`config.mk`:
```
export PLATFORM = sky130hd
export DESIGN_NAME = pipe_adder
export DESIGN_NICKNAME = d
export VERILOG_FILES = /design/src/rtl/pipe_adder_pkg.sv /design/src/rtl/cla_slice.sv /design/src/rtl/pipe_adder.sv
export SDC_FILE = /design/constraint.sdc
export NUM_CORES = 1
export LEC_CHECK = 0
export ABC_CLOCK_PERIOD_IN_PS = 2700
export BUFFER_PORTS_ARGS = -buffer_cell sky130_fd_sc_hd__buf_4
export CAP_MARGIN = 5
export CORE_UTILIZATION = 30
export CTS_BUF_LIST = sky130_fd_sc_hd__clkbuf_16
export CTS_CLUSTER_DIAMETER = 200
export DETAILED_ROUTE_END_ITERATION = 8
export GPL_ROUTABILITY_DRIVEN = 0
export GPL_TIMING_DRIVEN = 0
export PLACE_DENSITY = 0.55
export SLEW_MARGIN = 0
export SYNTH_ARGS = -nofsm -noshare
export SYNTH_HDL_FRONTEND = slang
export SYNTH_HIERARCHICAL = 1
export SYNTH_SLANG_ARGS = --single-unit
```
`constraint.sdc`:
```
create_clock -name clk -period 2.7 [get_ports clk]
set_clock_uncertainty 0.1 [all_clocks]
set_input_delay 0.405 -clock clk [delete_from_list [all_inputs] [get_ports clk]]
set_output_delay 0.405 -clock clk [all_outputs]
set_load 0.01 [all_outputs]
```
`src/rtl/pipe_adder_pkg.sv`:
```
`default_nettype none
// ============================================================================
// Module      : pipe_adder_pkg
// Description : Shared types and helpers for the pipelined chunked adder.
// Revision    : 1.0 - initial release
// ============================================================================
package pipe_adder_pkg;

    // Widest operand a stage register can carry.
    localparam int c_MAX_W = 64;

    // Stage register: result chunks built so far, operands still to be
    // consumed (b already inverted in subtract mode), inter-stage carry.
    typedef struct packed {
        logic               valid;
        logic               sub;
        logic               sat;
        logic               carry;
        logic               ovf;
        logic [c_MAX_W-1:0] a;
        logic [c_MAX_W-1:0] b;
        logic [c_MAX_W-1:0] y;
    } stage_t;

    function automatic int nstage(input int w, input int chunk);
        return w / chunk;
    endfunction

    function automatic logic [c_MAX_W-1:0] sat_pos(input int w);
        return (c_MAX_W'(1) << (w - 1)) - c_MAX_W'(1);
    endfunction

    function automatic logic [c_MAX_W-1:0] sat_neg(input int w);
        return c_MAX_W'(1) << (w - 1);
    endfunction

endpackage
`default_nettype wire

```
`src/rtl/cla_slice.sv`:
```
`default_nettype none
// ============================================================================
// Module      : cla_slice
// Description : Combinational CHUNK-bit carry-lookahead adder slice.
// Revision    : 1.0 - initial release
// ============================================================================
module cla_slice #(
    parameter int CHUNK = 4
) (
    input  logic [CHUNK-1:0] a,
    input  logic [CHUNK-1:0] b,
    input  logic             ci,
    output logic [CHUNK-1:0] s,
    output logic             co
);
    logic [CHUNK-1:0] w_g;
    logic [CHUNK-1:0] w_p;
    logic [CHUNK:0]   w_c;
    logic             w_acc;
    logic             w_pp;

    assign w_g = a & b;
    assign w_p = a ^ b;

    // Each carry is a flat sum of products of g/p/ci, not a ripple chain.
    always_comb begin
        w_c    = '0;
        w_acc  = 1'b0;
        w_pp   = 1'b0;
        w_c[0] = ci;
        for (int i = 0; i < CHUNK; i++) begin
            w_acc = w_g[i];
            w_pp  = w_p[i];
            for (int j = i - 1; j >= 0; j--) begin
                w_acc = w_acc | (w_pp & w_g[j]);
                w_pp  = w_pp & w_p[j];
            end
            w_c[i+1] = w_acc | (w_pp & ci);
        end
    end

    assign s  = w_p ^ w_c[CHUNK-1:0];
    assign co = w_c[CHUNK];

endmodule
`default_nettype wire

```
`src/rtl/pipe_adder.sv`:
```
`default_nettype none
// ============================================================================
// Module      : pipe_adder
// Description : W-bit add/sub, CHUNK bits per pipeline stage, valid/ready on
//               both sides. PIPE_ADDER_SAT_EN adds a per-beat saturate input.
// Revision    : 1.0 - initial release
// ============================================================================
module pipe_adder
    import pipe_adder_pkg::*;
#(
    parameter int W     = 16,
    parameter int CHUNK = 4
) (
    input  logic         clk,
    input  logic         rst,
    input  logic         in_valid,
    output logic         in_ready,
    input  logic [W-1:0] a,
    input  logic [W-1:0] b,
    input  logic         cin,
    input  logic         sub,
`ifdef PIPE_ADDER_SAT_EN
    input  logic         sat,
`endif
    output logic         out_valid,
    input  logic         out_ready,
    output logic [W-1:0] y,
    output logic         cout,
    output logic         ovf
);
    localparam int c_NSTAGE = nstage(W, CHUNK);

    logic   w_adv;
    stage_t w_tail;
    logic   w_unused_tail;

    if ((W % CHUNK) != 0 || W > c_MAX_W) begin : g_bad_cfg
        $error("pipe_adder: W must be a multiple of CHUNK and at most %0d", c_MAX_W);
    end

    // The pipe moves as one unit, so bubbles keep their slots under stall.
    assign w_adv    = !out_valid || out_ready;
    assign in_ready = w_adv;

    for (genvar k = 0; k < c_NSTAGE; k++) begin : g_stage
        stage_t           w_in;
        stage_t           w_next;
        stage_t           r_q;
        logic [CHUNK-1:0] w_sum;
        logic             w_co;

        if (k == 0) begin : g_head
            always_comb begin
                w_in       = '0;
                w_in.valid = in_valid;
                w_in.sub   = sub;
`ifdef PIPE_ADDER_SAT_EN
                w_in.sat   = sat;
`endif
                w_in.carry = sub | cin;
                w_in.a     = c_MAX_W'(a);
                w_in.b     = c_MAX_W'(sub ? ~b : b);
            end
        end else begin : g_link
            assign w_in = g_stage[k-1].r_q;
        end

        cla_slice #(
            .CHUNK (CHUNK)
        ) u_slice (
            .a  (w_in.a[k*CHUNK +: CHUNK]),
            .b  (w_in.b[k*CHUNK +: CHUNK]),
            .ci (w_in.carry),
            .s  (w_sum),
            .co (w_co)
        );

        always_comb begin
            w_next                     = w_in;
            w_next.y[k*CHUNK +: CHUNK] = w_sum;
            w_next.carry               = w_co;
            if (k == c_NSTAGE - 1) begin
                w_next.ovf = (w_in.a[W-1] == w_in.b[W-1]) && (w_sum[CHUNK-1] != w_in.a[W-1]);
`ifdef PIPE_ADDER_SAT_EN
                if (w_in.sat && w_next.ovf) begin
                    w_next.y = w_in.a[W-1] ? sat_neg(W) : sat_pos(W);
                end
`endif
            end
        end

        always_ff @(posedge clk) begin
            if (rst) begin
                r_q <= '0;
            end else if (w_adv) begin
                r_q <= w_next;
            end
        end
    end

    assign w_tail    = g_stage[c_NSTAGE-1].r_q;
    assign out_valid = w_tail.valid;
    assign y         = w_tail.y[W-1:0];
    assign cout      = w_tail.carry;
    assign ovf       = w_tail.ovf;

    // Operand and spare result bits are dead once the last stage is loaded.
    assign w_unused_tail = ^w_tail;

endmodule
`default_nettype wire

```
==> results of run 1 <==
## final cells by class
cell class                 instances  area (um^2)
sequential                        97         1940
tap                              176          220
buffer                            34          210
clock inverter                     6          101
inverter                           9         36.3
clock buffer                       9          225
fill                            1422         8260
multi-input combinational        350         1940
timing repair buffer              55          413
## worst max-delay path, cell delays in order (launching register included)
cell and delay [ns]:
sky130_fd_sc_hd__dfxtp_1 0.32, sky130_fd_sc_hd__ha_1 0.34, sky130_fd_sc_hd__a21o_1 0.19, sky130_fd_sc_hd__a31o_1 0.21, sky130_fd_sc_hd__xor2_1 0.22, sky130_fd_sc_hd__nor2b_1 0.08, sky130_fd_sc_hd__a221oi_1 0.33, sky130_fd_sc_hd__nor3_1 0.09
## cells by family (layout without fill, tap and decap cells)
logic type | Yosys count | in the layout | synth area share (%)
simple gates | 186 | 186 | 17.2
compound gates | 116 | 116 | 17.1
flops | 97 | 97 | 47.0
buf+inv | 43 | 113 | 5.97
xor+xnor | 28 | 28 | 5.94
fa+ha+maj | 20 | 20 | 6.79
## sequential cells by signal, summed over array words and instances, names as in the netlist
name,flops
ovf,1
y,16
g_stage.r_q,78
out_valid,1
cout,1
## power breakdown
part / internal [mW] / switching, mW / total [mW] / leakage, nW
sequential: 1.53 / 0.0559 / 1.58 / 0.797
clock: 0.890 / 0.515 / 1.40 / 0.169
combinational: 0.178 / 0.189 / 0.367 / 1.26
## cell usage after synthesis (all sizes together)
library cell	instances
nand2	166
dfxtp	97
a21oi	87
buf	28
xnor2	18
ha	16
nor2	16
a211oi	12
a21o	12
xor2	10
inv	9
clkbuf	6
a31o	4
fa	4
nor2b	2
a221oi	1
nor3	1
or2	1
## per-layer routing
layer	track usage, %	vias up	wire, um
met4	5.86	0	160
met5	0	-	0
met1	18.4	1451	4630
li1	-	1725	-
met2	22.4	58	4180
met3	2.73	11	308
## path summary, 6_finish.rpt
path                               to  slack [ns]
hold reg to reg     g_stage[2].r_q[4]        0.35
hold / removal    g_stage[0].r_q[134]        0.22
setup / recovery                  ovf        0.69
setup reg to reg                  ovf        0.69
==> impl_metrics.json, run 1 <==
{
  "setup.worst_path.start_class": "flop",
  "die_w_um": 119,
  "fin_total_pwr_mw": 3.35,
  "detail_route.wl_per_cell_um": 12.6,
  "placed_cells_incl_taps": 721,
  "finalMaxSlewViolations": 0,
  "core-area_um2": 13300,
  "total_routing_resource_utilization_after_global_routing_pct": 14.0,
  "final_util_pct": 38.1,
  "synthCells": 490,
  "worst_r2r_path_depth": 7,
  "globalRouteOverflowTotal": 0,
  "critPathCaptureType": "flop",
  "synth.lib_cells_used.distinct": 24,
  "dp_hpwl_um": 6970,
  "post_cts.repair.setup_buffers": 0,
  "final-setup-viol-count": 0,
  "cts_inserted_buffers": 9,
  "post-place-ws_ns": 0.398,
  "postCtsHoldBufs": 0,
  "mostFrequentLayoutCells": "sky130_fd_sc_hd__nand2_1 (166), sky130_fd_sc_hd__dfxtp_1 (97), sky130_fd_sc_hd__a21oi_1 (87)",
  "drv.max_cap_violation_count": 0,
  "yosysWarnings": 6,
  "post_cts_resize_count": 0,
  "cellLeakagePower_nw": 2.23,
  "grt_antenna_before_repair": 0,
  "drtPass1Iterations": 4,
  "detail_route.vias_per_cell": 4.41,
  "critPathArrivalTime_ns": 2.13,
  "crit_share_post_route_pct": 74.6,
  "maximum_number_of_pins_on_one_net_before_global_route_repair": 15,
  "ys_seq_area_share_pct": 47.0,
  "cts.reportedPaths.clkPinSlew_ns": 0.06,
  "finalWorstPathRequiredPeriod_ns": 2.01,
  "floorplan.initialDensity_pct": 30.9,
  "design.portCount": 58,
  "syn2layout_area_growth_pct": 23.2,
  "hold_viol_final": 0,
  "ys_seq_elements": 97,
  "first_global_vias": 3208,
  "final.hold.worst_slack_ns": 0.216,
  "floorplan.rows": 42,
  "vdd_ir_drop_max_uv": 300,
  "final_cells": 736,
  "final_common_cell": "sky130_fd_sc_hd__nand2_1",
  "netlist.top_cell.by_area": "sky130_fd_sc_hd__dfxtp_1",
  "worst-slew-pin-transition_ns": 0.751,
  "critical_path.reg2reg.startpoint": "g_stage[2].r_q[142]",
  "final_area_um2": 5090,
  "routed-via-count": 3245,
  "setup.worst_path.class": "reg -> reg",
  "antennaDiodeCount": 0,
  "slew_headroom_pct": 49.9,
  "clkLatencyLatePin_ns": 0.34,
  "worst-endpoint-required_ns": 2.82,
  "min_path_cells": 3,
  "cts.sinks": 97,
  "drc_errors": 0,
  "synth.top_cell.area_share_pct": 47.0,
  "fraction_of_layout_cells_with_a_size_suffix_above_1_pct": 18.6,
  "startpoint": "g_stage[2].r_q[142]",
  "synth_area_leaders": "sky130_fd_sc_hd__dfxtp_1 (47%), sky130_fd_sc_hd__nand2_1 (15%), sky130_fd_sc_hd__a21oi_1 (11%)",
  "power.density_cell_area_nw_per_um2": 659,
  "ctsLongestPathBuffers": 2,
  "ant_nets": 0,
  "grt_pass1_wl_um": 15600,
  "first_iter_violations": 155,
  "max_clock_freq_mhz": 497,
  "dieArea_um2": 14200,
  "mappedNetlistNets": 548,
  "synth.cell_area_um2": 4130,
  "post_placement_cell_area_um2": 4760,
  "outcome": "finished clean",
  "final_net_count": 614,
  "path_max_fanout": 3,
  "height_of_the_die_um": 119,
  "synth.avg_cell_area_um2": 8.42,
  "timing.setup.tns_ns": 0,
  "hold_path_class": "in -> reg",
  "htreeDepth": 3,
  "routed_wl_um": 9280,
  "place.port_buffers": 55,
  "launch_instance_of_the_worst_min_delay_path": "a[6]",
  "unrepaired_setup_endpoints_after_global_routing": "false",
  "clock_tree_from_tritoncts": "built",
  "worst_slack_ns": 0.687,
  "cts_root_buf": "sky130_fd_sc_hd__clkbuf_16"
}
Power figures use the tool's default switching activity.
==> inputs of run 2 (changes only) <==
Settings changed: ABC_AREA from default to 1, ABC_CLOCK_PERIOD_IN_PS 2700 to 1750, PLACE_DENSITY 0.55 to 0.57.
Clock period 2.7 ns to 1.75 ns, I/O delays scaled along.
==> run 2 against run 1 <==
Final cell count grew 15%. Largest power group unchanged. Synthesized area grew 4.8%. Register-to-register slack lost 0.52 ns.
==> impl_metrics.json, run 2 <==
{
  "detail_route.vias_per_cell": 4.63,
  "ys_seq_area_share_pct": 44.9,
  "slowest_delay_ns": 0.38,
  "globalRouteOverflowTotal": 0,
  "placed_cells_incl_taps": 827,
  "cts_inserted_buffers": 9,
  "timing.setup.tns_ns": 0,
  "clkLatencyLatePin_ns": 0.35,
  "crit_path_max_delay_family": "buffers and inverters",
  "cellLeakagePower_nw": 2.44,
  "place.port_buffers": 57,
  "post_placement_cell_area_um2": 4980,
  "unrepaired_setup_endpoints_after_global_routing": "false",
  "synth.lib_cells_used.distinct": 20,
  "drv.max_cap_violation_count": 0,
  "core-area_um2": 14000,
  "design.portCount": 58,
  "final.hold.worst_slack_ns": 0.0439,
  "final-setup-viol-count": 0,
  "register_area_um2": 1940,
  "synthCells": 590,
  "power.density_cell_area_nw_per_um2": 934,
  "max_clock_freq_mhz": 600,
  "synth.avg_cell_area_um2": 7.33,
  "yosys.cell_count.top_type": "sky130_fd_sc_hd__nor2_1",
  "final_common_cell": "sky130_fd_sc_hd__nor2_1",
  "mappedNetlistNets": 648,
  "synth_area_leaders": "sky130_fd_sc_hd__dfxtp_1 (45%), sky130_fd_sc_hd__nor2_1 (17%), sky130_fd_sc_hd__o21ai_1 (9.0%)",
  "maximum_number_of_pins_on_one_net_before_global_route_repair": 15,
  "multiInputGateArea_um2": 2060,
  "critPathCaptureType": "primary output",
  "synth_edf_count": 0,
  "dieArea_um2": 14900,
  "worst-slew-pin-transition_ns": 0.475,
  "setup.worst_path.start_class": "flop",
  "crit_path_cell_trace": "nand2_2 -> buf_6 -> buf_6 -> buf_4",
  "nFillCells": 1532,
  "path_common_cell": "sky130_fd_sc_hd__buf_6",
  "worst_slack_ns": 0.0845,
  "synthArstFlopShare_pct": 0,
  "floorplan.rows": 43,
  "drtPass1Iterations": 4,
  "final_cells": 843,
  "first_iter_violations": 166,
  "floorplan.initialDensity_pct": 30.9,
  "mostFrequentLayoutCells": "sky130_fd_sc_hd__nor2_1 (194), sky130_fd_sc_hd__dfxtp_1 (97), sky130_fd_sc_hd__o21ai_1 (78)",
  "routed_wl_um": 10800,
  "outcome": "finished clean",
  "htreeDepth": 3,
  "yosysWarnings": 6,
  "cts_root_buf": "sky130_fd_sc_hd__clkbuf_16",
  "largest-register": "g_stage.r_q",
  "final_net_count": 717,
  "final_area_um2": 5270,
  "antennaDiodeCount": 0,
  "synth.top_cells.by_count": "sky130_fd_sc_hd__nor2_1 (194), sky130_fd_sc_hd__dfxtp_1 (97), sky130_fd_sc_hd__o21ai_1 (78), sky130_fd_sc_hd__nand2_1 (60), sky130_fd_sc_hd__inv_1 (33)",
  "detail_route.wl_per_cell_um": 12.8,
  "first_global_vias": 3814,
  "die_w_um": 122,
  "height_of_the_die_um": 122,
  "ys.flop_type": "sky130_fd_sc_hd__dfxtp_1",
  "dp_hpwl_um": 8080,
  "cts.reportedPaths.clkPinSlew_ns": 0.06,
  "ant_nets": 0,
  "finalMaxSlewViolations": 0,
  "syn2layout_area_growth_pct": 21.8,
  "ys_seq_elements": 97,
  "crit_share_post_route_pct": 95.2,
  "grt_antenna_before_repair": 0,
  "largest_register_ffs": 78,
  "cp.buffers_inverters": 3,
  "hold_viol_final": 0,
  "slew_headroom_pct": 68.3,
  "path_max_fanout": 10,
  "cpMaxStageDelayCell": "sky130_fd_sc_hd__dfxtp_1",
  "synth.cell_area_um2": 4320,
  "worst-endpoint-required_ns": 1.39,
  "routed-via-count": 3901,
  "drc_errors": 0,
  "post-place-ws_ns": -0.199,
  "ctsLongestPathBuffers": 2,
  "clock_tree_from_tritoncts": "built",
  "cts.sinks": 97,
  "setup.worst_path.class": "reg -> out",
  "finalWorstPathRequiredPeriod_ns": 1.67,
  "vdd_ir_drop_max_uv": 431,
  "critPathArrivalTime_ns": 1.30,
  "synth.top_cell.area_share_pct": 44.9,
  "netlist.top_cell.by_area": "sky130_fd_sc_hd__dfxtp_1",
  "hold_path_class": "in -> reg",
  "fraction_of_layout_cells_with_a_size_suffix_above_1_pct": 15.7,
  "total_routing_resource_utilization_after_global_routing_pct": 15.5,
  "grt_pass1_wl_um": 18000
}
[run 2: logic make-up (layout without fill, tap and decap cells)]
kind of cell    after synthesis  after routing  share of synthesized area, %
flops                        97             97                          44.9
xor+xnor                      8              8                          1.62
compound gates              106            106                          12.3
simple gates                290            290                          26.7
fa+ha+maj                    20             20                          6.48
buf+inv                      69            142                          8.04
[run 2: final timing paths]
path / start / end / slack [ns] / cells after the start
hold reg to reg: g_stage[2].r_q[196] / out_valid / 0.38 / 2
setup reg to reg: g_stage[2].r_q[142] / ovf / 0.17 / 10
setup / recovery: out_valid / in_ready / 0.08 / 4
hold / removal: a[7] / g_stage[0].r_q[135] / 0.04 / 3
[run 2: where the power goes]
| group | internal, mW | switching [mW] |
|---|---|---|
| Combinational | 0.326 | 0.396 |
| Clock | 0.934 | 0.801 |
| Sequential | 2.36 | 0.0996 |
| Total | 3.62 | 1.30 |
[run 2: through the flow]
stage / util, % / power [mW]
final: 37.7 / 4.92
after global routing: 37.7 / 5.14
after CTS: 37.5 / 4.96
after detailed placement: 35.6 / 3.22
after global placement: 35.6 / 3.21
after floorplan: - / 2.96
[run 2: layout make-up]
class / instances / share of cell area, %
clock buffer: 9 / 4.28
sequential: 97 / 36.9
buffer: 32 / 3.97
clock inverter: 6 / 0.570
tap: 180 / 4.28
timing repair buffer: 58 / 8.31
multi-input combinational: 424 / 39.1
inverter: 37 / 2.64
[run 2: worst min-delay path, cell delays in order]
cell and delay [ns]:
sky130_fd_sc_hd__buf_4 0.08, sky130_fd_sc_hd__nor2_1 0.03, sky130_fd_sc_hd__nor2_1 0.08
[run 2: per-layer routing]
| metal | track usage (%) | vias to the layer above | wire length, um |
|---|---|---|---|
| met2 | 25.9 | 79 | 5030 |
| li1 | - | 2015 | - |
| met4 | 5.34 | 0 | 188 |
| met3 | 3.56 | 19 | 516 |
| met5 | 0 | - | 0 |
| met1 | 19.4 | 1788 | 5060 |
[run 2: what timing repair did]
action                                  4_1_cts  5_1_grt
resized for setup                             0        2
endpoints found under the setup margin        0        1
hold buffers                                  1        0
endpoints found under the hold margin         1        0
buffers inserted                              0        0
==> inputs of run 3 (changes only) <==
Settings changed: ABC_AREA 1 to default.
==> run 3 against run 2 <==
The run now ends with setup timing left. Die area decreased by 4.5%. Via count decreased by 15%. Highest routed layer unchanged. Routed wire length decreased by 13%. Critical path type is now reg -> reg. Sequential share of layout area increased by 0.85 points. Critical path depth increased by 3. Sequential cell count unchanged. Total power increased by 2.4%.
==> impl_metrics.json, run 3 (synthesis gave the netlist of run 1 again) <==
{
  "outcome": "complete, but fails checks",
  "fin_total_pwr_mw": 5.04,
  "routed-via-count": 3329,
  "post_placement_cell_area_um2": 4800,
  "postCtsHoldBufs": 0,
  "fraction_of_layout_cells_with_a_size_suffix_above_1_pct": 20.8,
  "hold_path_class": "in -> reg",
  "floorplan.rows": 42,
  "worst-endpoint-required_ns": 1.87,
  "worst_slack_ns": -0.0150,
  "setup.worst_path.start_class": "flop",
  "ant_nets": 0,
  "cts_inserted_buffers": 9,
  "cpMaxStageDelayCell": "sky130_fd_sc_hd__dfxtp_2",
  "max_clock_freq_mhz": 567,
  "unrepaired_setup_endpoints_after_global_routing": "true",
  "largest-register": "g_stage.r_q",
  "finalMaxSlewViolations": 0,
  "vdd_ir_drop_max_uv": 520,
  "cts.reportedPaths.clkPinSlew_ns": 0.06,
  "setup.worst_path.class": "reg -> reg",
  "slowest_delay_ns": 0.34,
  "dp_hpwl_um": 7030,
  "power.density_cell_area_nw_per_um2": 975,
  "floorplan.initialDensity_pct": 30.9,
  "core-area_um2": 13300,
  "nFillCells": 1401,
  "critPathArrivalTime_ns": 1.88,
  "crit_share_post_route_pct": 101,
  "final-setup-viol-count": 1,
  "first_iter_violations": 125,
  "critPathCaptureType": "flop",
  "violated_checks": "setup timing",
  "placed_cells_incl_taps": 721,
  "drtPass1Iterations": 4,
  "slew_headroom_pct": 51.8,
  "routed_wl_um": 9380,
  "globalRouteOverflowTotal": 0,
  "htreeDepth": 3,
  "antennaDiodeCount": 0,
  "grt_pass1_wl_um": 15600,
  "clkLatencyLatePin_ns": 0.33,
  "final_cells": 738,
  "design.portCount": 58,
  "hold_viol_final": 0,
  "path_max_fanout": 3,
  "grt_antenna_before_repair": 0,
  "first_global_vias": 3249,
  "mostFrequentLayoutCells": "sky130_fd_sc_hd__nand2_1 (166), sky130_fd_sc_hd__dfxtp_1 (93), sky130_fd_sc_hd__a21oi_1 (87)",
  "cts.sinks": 97,
  "ctsLongestPathBuffers": 2,
  "cellLeakagePower_nw": 2.24,
  "place.port_buffers": 55,
  "cts_root_buf": "sky130_fd_sc_hd__clkbuf_16",
  "detail_route.wl_per_cell_um": 12.7,
  "syn2layout_area_growth_pct": 25.2,
  "worst-slew-pin-transition_ns": 0.723,
  "final_area_um2": 5170,
  "height_of_the_die_um": 119,
  "detail_route.vias_per_cell": 4.51,
  "final_net_count": 616,
  "dieArea_um2": 14200,
  "final_common_cell": "sky130_fd_sc_hd__nand2_1",
  "finalWorstPathRequiredPeriod_ns": 1.77,
  "drc_errors": 0,
  "largest_register_ffs": 78,
  "crit_path_cell_trace": "ha_4 -> a21o_1 -> a31o_4 -> xor2_4 -> nor2b_2 -> a221oi_2 -> nor3_1",
  "maximum_number_of_pins_on_one_net_before_global_route_repair": 29,
  "die_w_um": 119,
  "total_routing_resource_utilization_after_global_routing_pct": 13.9,
  "clock_tree_from_tritoncts": "built",
  "timing.setup.tns_ns": -0.0150,
  "drv.max_cap_violation_count": 0
}
## run 3: power by group
group | switching, mW | internal [mW]
sequential | 0.0884 | 2.36
clock | 0.780 | 1.23
combinational | 0.300 | 0.289
total | 1.17 | 3.87
## run 3: area by class of cell
cell class | count | area, um^2 | share of cell area, %
multi-input combinational | 350 | 2010 | 38.9
sequential | 97 | 1950 | 37.7
timing repair buffer | 59 | 443 | 8.57
clock buffer | 9 | 225 | 4.36
tap | 176 | 220 | 4.26
buffer | 32 | 208 | 4.02
clock inverter | 6 | 76.3 | 1.48
inverter | 9 | 38.8 | 0.750
## run 3: final timing paths
path,slack [ns],from,depth (start not counted),endpoint
max,-0.02,g_stage[2].r_q[140],7,ovf
min,0.08,a[11],3,g_stage[0].r_q[139]
max reg2reg,-0.02,g_stage[2].r_q[140],7,ovf
min reg2reg,0.35,y[4],2,y[4]
## run 3: what timing repair did
action	CTS	global route
gates resized for setup	7	4
pin swaps	5	5
endpoints found under the setup margin	2	2
setup buffers	1	3
## run 3: worst max-delay path: cells and delay by family (launching register included)
family                   cells  cell delay [ns]
AO/OA/AOI/OAI                3             0.68
flip-flops                   1             0.34
adder cells (fa/ha/maj)      1             0.23
XOR/XNOR                     1             0.17
AND/OR/NAND/NOR              2             0.13
## run 3: metrics by stage
stage / util (%) / setup WS [ns] / hold WS [ns]
4_1_cts: 38.4 / -0.0791 / 0.0709
3_3_place_gp: 35.9 / -0.204 / 0.341
3_5_place_dp: 35.9 / -0.284 / 0.345
6_report: 38.7 / -0.0150 / 0.0782
5_1_grt: 38.7 / -0.115 / 0.0732
2_1_floorplan: - / -0.0531 / 0.303
## run 3: metal layers
layer,vias to the layer above,part of all wire (%),GRT usage [%]
li1,1729,-,-
met1,1538,50,18.3
met2,57,46,22.7
met3,5,3.2,2.78
met4,0,0.92,4.45
met5,-,0,0
